===== src/rtl/uart_tx.sv =====
// Byte-wide 8N1 UART transmitter, LSB first, with a small input FIFO and gap-free back-to-back frames.
// Define UART_TX_PARITY_EN to insert an even-parity bit between the data bits and the stop bit.
`timescale 1ns / 1ps

module uart_tx #(
  parameter int unsigned CLKS_PER_BIT = 87,
  parameter int unsigned FIFO_DEPTH   = 4
) (
  input  logic       i_clock,
  input  logic       i_reset,
  input  logic       i_data_valid,
  input  logic [7:0] i_data_byte,
  output logic       o_ready,
  output logic       o_tx,
  output logic       o_busy,
  output logic       o_done
);

  localparam int unsigned PtrW = (FIFO_DEPTH > 2) ? $clog2(FIFO_DEPTH) : 1;
  localparam int unsigned CntW = PtrW + 1;

  localparam logic [15:0]     BitLast  = 16'(CLKS_PER_BIT - 1);
  localparam logic [15:0]     DonePre  = 16'(CLKS_PER_BIT - 2);
  localparam logic [CntW-1:0] FifoFull = CntW'(FIFO_DEPTH);

  if (CLKS_PER_BIT < 4 || CLKS_PER_BIT > 65535) begin : g_bad_cpb
    $error("uart_tx: CLKS_PER_BIT out of range");
  end
  if (FIFO_DEPTH < 2 || (FIFO_DEPTH & (FIFO_DEPTH - 1)) != 0) begin : g_bad_depth
    $error("uart_tx: FIFO_DEPTH must be a power of two >= 2");
  end

  typedef enum logic [2:0] {
    StIdle   = 3'd0,
    StStart  = 3'd1,
    StData   = 3'd2,
    StStop   = 3'd3
`ifdef UART_TX_PARITY_EN
    ,
    StParity = 3'd4
`endif
  } state_e;

  // FIFO storage and pointers
  logic [7:0]      mem_q [FIFO_DEPTH];
  logic [PtrW-1:0] wr_ptr_q;
  logic [PtrW-1:0] rd_ptr_q;
  logic [CntW-1:0] count_q;
  logic [CntW-1:0] count_d;
  logic [7:0]      head;
  logic            fifo_empty;
  logic            push;
  logic            pop;

  // Transmit engine
  state_e      state_q;
  logic [15:0] counter_q;
  logic [2:0]  bit_idx_q;
  logic [7:0]  shift_q;
  logic        tx_q;
  logic        busy_q;
  logic        done_q;
  logic        bit_end;

  assign fifo_empty = (count_q == '0);
  assign o_ready    = (count_q != FifoFull);
  assign push       = i_data_valid && o_ready;
  assign head       = mem_q[rd_ptr_q];
  assign bit_end    = (counter_q == BitLast);

  // Pop decisions use the registered count, so a fresh push is never popped on the same edge.
  assign pop = !fifo_empty && ((state_q == StIdle) || ((state_q == StStop) && bit_end));

  always_comb begin
    count_d = count_q;
    if (push && !pop) begin
      count_d = count_q + CntW'(1);
    end else if (!push && pop) begin
      count_d = count_q - CntW'(1);
    end
  end

  always_ff @(posedge i_clock) begin
    if (push) begin
      mem_q[wr_ptr_q] <= i_data_byte;
    end
  end

  always_ff @(posedge i_clock) begin
    if (i_reset) begin
      wr_ptr_q <= '0;
      rd_ptr_q <= '0;
      count_q  <= '0;
    end else begin
      if (push) begin
        wr_ptr_q <= wr_ptr_q + PtrW'(1);
      end
      if (pop) begin
        rd_ptr_q <= rd_ptr_q + PtrW'(1);
      end
      count_q <= count_d;
    end
  end

  always_ff @(posedge i_clock) begin
    if (i_reset) begin
      state_q   <= StIdle;
      counter_q <= '0;
      bit_idx_q <= '0;
      shift_q   <= '0;
      tx_q      <= 1'b1;
      busy_q    <= 1'b0;
      done_q    <= 1'b0;
    end else begin
      done_q <= 1'b0;
      busy_q <= 1'b1;
      case (state_q)
        StIdle: begin
          tx_q      <= 1'b1;
          counter_q <= '0;
          bit_idx_q <= '0;
          if (pop) begin
            shift_q <= head;
            tx_q    <= 1'b0;
            state_q <= StStart;
          end else begin
            busy_q <= (count_d != '0);
          end
        end

        StStart: begin
          if (bit_end) begin
            counter_q <= '0;
            bit_idx_q <= '0;
            tx_q      <= shift_q[0];
            state_q   <= StData;
          end else begin
            counter_q <= counter_q + 16'd1;
          end
        end

        StData: begin
          if (bit_end) begin
            counter_q <= '0;
            if (bit_idx_q == 3'd7) begin
`ifdef UART_TX_PARITY_EN
              tx_q    <= ^shift_q;
              state_q <= StParity;
`else
              tx_q    <= 1'b1;
              state_q <= StStop;
`endif
            end else begin
              bit_idx_q <= bit_idx_q + 3'd1;
              tx_q      <= shift_q[bit_idx_q + 3'd1];
            end
          end else begin
            counter_q <= counter_q + 16'd1;
          end
        end

`ifdef UART_TX_PARITY_EN
        StParity: begin
          if (bit_end) begin
            counter_q <= '0;
            tx_q      <= 1'b1;
            state_q   <= StStop;
          end else begin
            counter_q <= counter_q + 16'd1;
          end
        end
`endif

        StStop: begin
          // Registered pulse lands on the final stop-bit cycle.
          done_q <= (counter_q == DonePre);
          if (bit_end) begin
            counter_q <= '0;
            bit_idx_q <= '0;
            if (pop) begin
              shift_q <= head;
              tx_q    <= 1'b0;
              state_q <= StStart;
            end else begin
              tx_q    <= 1'b1;
              state_q <= StIdle;
              busy_q  <= (count_d != '0);
            end
          end else begin
            counter_q <= counter_q + 16'd1;
          end
        end

        default: begin
          state_q   <= StIdle;
          tx_q      <= 1'b1;
          counter_q <= '0;
          bit_idx_q <= '0;
          busy_q    <= (count_d != '0);
        end
      endcase
    end
  end

  assign o_tx   = tx_q;
  assign o_busy = busy_q;
  assign o_done = done_q;

endmodule


===== config.mk =====
export PLATFORM = sky130hd
export DESIGN_NAME = uart_tx
export DESIGN_NICKNAME = d
export VERILOG_FILES = /design/src/rtl/uart_tx.sv
export SDC_FILE = /design/constraint.sdc
export NUM_CORES = 1
export LEC_CHECK = 0
export CORE_MARGIN = 5
export CORE_UTILIZATION = 50
export DETAILED_ROUTE_END_ITERATION = 8
export PLACE_DENSITY = 0.68
export SYNTH_ARGS = -nofsm -noshare
export SYNTH_HDL_FRONTEND = slang
export SYNTH_SLANG_ARGS = --single-unit

===== constraint.sdc =====
create_clock -name i_clock -period 6.99 [get_ports i_clock]
set_clock_uncertainty 0.1 [all_clocks]
set_input_delay 0.699 -clock i_clock [delete_from_list [all_inputs] [get_ports i_clock]]
set_output_delay 0.699 -clock i_clock [all_outputs]
set_load 0.03 [all_outputs]

==> flow_summary.json <==
{
  "status": "finished, final reports clean",
  "syn_area_um2": 3270,
  "synth.distinct_cells": 46,
  "period_share": 0.377,
  "worstMarginPinSlew_ns": 0.737,
  "p_leak_nw": 1.29,
  "netSwitchingPower_mw": 0.411,
  "power.internal_mw": 0.861,
  "fill_cells": 504,
  "die-width_um": 90.8,
  "drc": 0,
  "fin_tns_setup_ns": 0,
  "antenna_found_initial": 0,
  "grt_overflow": 0,
  "clock-sinks": 73,
  "fmax_ghz": 0.380,
  "post_cts_resized": 0,
  "drtIter0Drc": 103,
  "first_pass_iters": 4,
  "crit_slowest_cell": "clkdlybuf4s50_1",
  "mostFrequentLayoutCell": "dfxtp_1",
  "rows": 29,
  "path_cells": "inv_1, ha_1, nand2_1, clkdlybuf4s50_1",
  "clk_latency_ns": 0.35,
  "nNetsFinal": 314,
  "async_reset_ff_frac": 0,
  "stdcell_count": 369,
  "seqPwrFrac": 0.444,
  "crit_family": "buffers and inverters",
  "die_h_um": 90.8,
  "io_pins": 15,
  "path_clk_slew_ns": 0.08,
  "p_per_area_nw_per_um2": 344,
  "wl_per_cell_um": 15.2,
  "postLayoutCellArea_um2": 3690,
  "vias": 1990,
  "synth_flop_cell": "dfxtp_1",
  "port_buffers": 14,
  "worst-path-max-fanout": 4,
  "avgSynthCellArea_um2": 12.1,
  "cp-end-kind": "primary output",
  "worstHoldPathType": "reg -> reg",
  "grt_pass1_vias": 1943,
  "yosysWarnings": 0,
  "cts-htree-levels": 3,
  "slowest_delay_ns": 0.67,
  "start_kind": "flip-flop",
  "core_area_um2": 6350,
  "worstPathArrival_ns": 1.83,
  "gp_congestion": 0.800,
  "ir_drop_mv": 0.223,
  "crit_buf_inv": 2,
  "dp.cells": 353,
  "placed_area_um2": 3480,
  "power_mw": 1.27,
  "wirelength_um": 5620,
  "crit_required_ns": 6.19,
  "grt_pass1_wl_um": 9510,
  "clk_path_buf_depth": 2,
  "area_growth_pct": 13.1,
  "synth_edf_count": 32,
  "rsz0062_at_grt": "no",
  "cts_hold_buf": 0,
  "max_slew_margin": 0.509,
  "fin_util": 0.582,
  "final_cell_mix": "dfxtp_1, nor2_1, edfxtp_1, ha_1, clkdlybuf4s50_1",
  "maxCapViolCount": 0,
  "swShare": 0.323,
  "ys_seq_area_frac": 0.545,
  "ys_ff_latch": 73,
  "post-dp-hpwl_um": 3910,
  "finalSetupViolCount": 0,
  "pwr-share-clk": 0.270,
  "period_needed_ns": 2.63,
  "dieArea_um2": 8250,
  "start_util": 0.514,
  "root_buffer": "clkbuf_8",
  "cts_tree": "yes",
  "cts_setup_buffers": 0,
  "netlist_instances": 269,
  "gr-usage-all-layers": 0.146,
  "diodes": 0,
  "numCtsBuffers": 9,
  "postRouteAntennaNets": 0,
  "synthesis.nets": 296,
  "grt_max_degree": 28,
  "combPwrFrac": 0.286,
  "crit_type": "reg -> out",
  "viasPerCell": 5.39,
  "drive_gt1_frac": 0.127,
  "drv_slew": 0,
  "hold_violations": 0
}
state kept, by name, indices dropped and copies added (netlist names), named ones only:
| signal | count |
|---|---|
| mem_q | 32 |
| shift_q | 8 |
| bit_idx_q | 3 |
| wr_ptr_q | 2 |
| rd_ptr_q | 2 |
| o_tx | 1 |
| o_busy | 1 |
| counter_q | 16 |
| count_q | 3 |
| state_q | 2 |
| o_done | 1 |
power groups by stage:
stage | registers, mW | clock network (mW) | logic [mW]
after floorplan | 0.560 | 0 | 0.291
final | 0.565 | 0.343 | 0.364
after CTS | 0.566 | 0.352 | 0.366
after detailed placement | 0.575 | 0 | 0.363
after global placement | 0.573 | 0 | 0.359
after global routing | 0.575 | 0.370 | 0.403
worst paths after layout:
check / from / end / slack (ns) / cells past startpoint
setup / recovery: count_q[0] / o_ready / 4.36 / 4
hold / removal: o_tx / o_tx / 0.39 / 1
setup reg to reg: state_q[0] / count_q[1] / 4.48 / 6
hold reg to reg: o_tx / o_tx / 0.39 / 1
cell usage after synthesis (2+ instances only):
| cell | number | area, um^2 |
|---|---|---|
| o21ai_0 | 7 | 35.0 |
| mux4_2 | 10 | 225 |
| buf_1 | 3 | 11.3 |
| nand3_1 | 7 | 35.0 |
| nor2_1 | 38 | 143 |
| inv_1 | 12 | 45.0 |
| mux2i_1 | 10 | 100 |
| mux2_2 | 2 | 22.5 |
| a211oi_1 | 2 | 15.0 |
| nand2_1 | 11 | 41.3 |
| nand4_1 | 2 | 12.5 |
| xor2_1 | 3 | 26.3 |
| nor3_1 | 6 | 30.0 |
| a21oi_1 | 7 | 35.0 |
| and2_1 | 4 | 25.0 |
| edfxtp_1 | 32 | 961 |
| nor4_4 | 2 | 42.5 |
| clkbuf_1 | 6 | 22.5 |
| and3_1 | 3 | 18.8 |
| xnor2_1 | 13 | 114 |
| a22oi_1 | 2 | 15.0 |
| dfxtp_1 | 41 | 821 |
| ha_1 | 16 | 200 |
| or3_1 | 5 | 31.3 |
| nor2b_1 | 2 | 12.5 |
| nand2b_1 | 3 | 18.8 |
metal layers:
metal	share of wire	track usage	vias up
met2	0.43	0.207	39
met1	0.50	0.203	927
met3	0.049	0.0400	10
li1	-	-	1014
met5	0	0	-
met4	0.021	0.0758	0
cell type report:
class / count / area, um^2 / area share
clock buffers: 9 / 124 / 0.0335
clock inverters: 7 / 85.1 / 0.0230
inverters: 12 / 45.0 / 0.0122
multi-input cells: 175 / 1410 / 0.381
flip-flops and latches: 73 / 1780 / 0.482
well taps: 77 / 96.3 / 0.0261
repair buffers: 16 / 155 / 0.0420
logic make-up (layout without fill, tap and decap cells):
kind of cell	after synthesis	in the layout	share of synthesized area
XOR/XNOR	16	16	0.0429
flip-flops	73	73	0.545
multiplexers	22	22	0.106
AND/OR/NAND/NOR	90	90	0.146
buffers and inverters	21	44	0.0241
adder cells (fa/ha/maj)	17	17	0.0643
AO/OA/AOI/OAI	30	30	0.0712
per-stage QoR:
step | setup slack, ns | hold slack (ns)
final | 4.36 | 0.391
after global routing | 4.23 | 0.450
after CTS | 4.34 | 0.391
after detailed placement | 4.52 | 0.370
after global placement | 4.53 | 0.362
after floorplan | 4.81 | 0.355
(Power assumes the default switching activity.)
==> RTL change: new RTL, config.mk and constraints unchanged <==
The 4 states of `state_e` get a one-hot encoding in 4 bits.
--- a/src/rtl/uart_tx.sv
+++ b/src/rtl/uart_tx.sv
@@ -31,9 +31,9 @@
   end
 
-  typedef enum logic [2:0] {
-    StIdle   = 3'd0,
-    StStart  = 3'd1,
-    StData   = 3'd2,
-    StStop   = 3'd3
+  typedef enum logic [3:0] {
+    StIdle   = 4'b0001,
+    StStart  = 4'b0010,
+    StData   = 4'b0100,
+    StStop   = 4'b1000
 `ifdef UART_TX_PARITY_EN
     ,
Formal check against the unedited RTL: no difference found for any inputs over 10 cycles, from zero or initial values and one cycle with i_reset high; not proved beyond that.
==> RTL change against the unedited design <==
  * Wire length down 2.6%
  * Combinational power down 15%
  * Critical path depth unchanged
  * First-iteration DRC count up 29%
  * Count of clock-buffer cells in the layout unchanged
  * Final area down 1.4%
  * Sequential cell count up 2
  * Total power down 3.2%
  * Synthesized area down 0.11%
  * Synthesized cell count down 0.37%
  * Largest cell class unchanged
  * Setup slack worse by 38 ps
==> RTL change: results (changes against the unedited design) <==
Total GRT Usage 0.149 (+0.00359); maximum VDD drop 0.228 mV (+2.0%); R2R cell count 8 (+2); Static Leakage 1.31 nW (+1.2%); combinational power share 0.251 (-0.035); R2R Setup Slk 4420 ps (-60 ps); Mean Syn Cell Area 12.2 um2 (+0.26%); CP arrival 1870 ps (+40 ps); worst r2r dst o_busy$_SDFF_PP0_; DRC violations left 0 (unchanged); crit share post-route 0.382 (+0.00538); placer congestion estimate 0.809 (+1.2%); first-pass GRT wire length 9.79 mm (+3.0%); Sw Pwr 0.000384 W (-6.6%); vias in the first global route 1,957 (+0.72%); Synth area leaders edfxtp_1, dfxtp_1, mux4_2; status finished, final reports clean; via/cell ratio 5.39 (about the same); Pwr per Cell Area 338 mW/mm2 (-1.8%); WL/cell 15.1 um (-0.99%); final WL 5.47 mm (-2.6%); First DRT Iteration DRCs 133 (+29%); compound-cell area share of the yosys netlist 0.0464 (-0.0248); worst hold start counter_q[0]$_SDFF_PP0_; syn_nets 291 (-1.7%); critical path fanouts, max 6 (+2); initial antenna violation count 0 (unchanged); Hold WS 365 ps (-25.6 ps); proportion of layout cells with a drive suffix above 1 0.126 (-0.000838); mux contribution to synthesized area 0.103 (-0.00333); Post-Synth XOR/XNOR Area 0.0590 (+0.0162); HPWL after detailed placement 3.72 mm (-4.8%); # nets final 304 (-3.2%); CP startpoint count_q[1]$_SDFF_PP0_; R2R Path Start counter_q[0]$_SDFF_PP0_; Placed Instances 347 (-1.7%); power share of the sequential group 0.462 (+0.018); WHS Endpoint counter_q[0]$_SDFF_PP0_; sequential share of the synthesized area 0.558 (+0.0129); CP peak stage delay 710 ps (+40 ps)
[RTL change: routing by layer]
| metal | GRT usage | routed length [um] | vias to the layer above | part of all wire |
|---|---|---|---|---|
| li1 | - | - | 988 | - |
| met1 | 0.222 | 2810 | 929 | 0.51 |
| met2 | 0.202 | 2340 | 29 | 0.43 |
| met3 | 0.0433 | 219 | 10 | 0.040 |
| met4 | 0.0623 | 103 | 0 | 0.019 |
| met5 | 0 | 0 | - | 0 |
[RTL change: layout make-up]
cell class / instances / area, um2
clock buffers: 9 / 124
clock inverters: 7 / 85.1
fillers: 526 / 2710
inverters: 7 / 26.3
multi-input cells: 174 / 1350
flip-flops and latches: 75 / 1820
well taps: 77 / 96.3
repair buffers: 14 / 140
[RTL change: worst max-delay path, delay by kind of cell, from the launching register on]
family,cells,cell delay [ps]
adders and majority gates,1,200
buffers and inverters,2,790
DFF,1,360
and+or+nand+nor,1,180
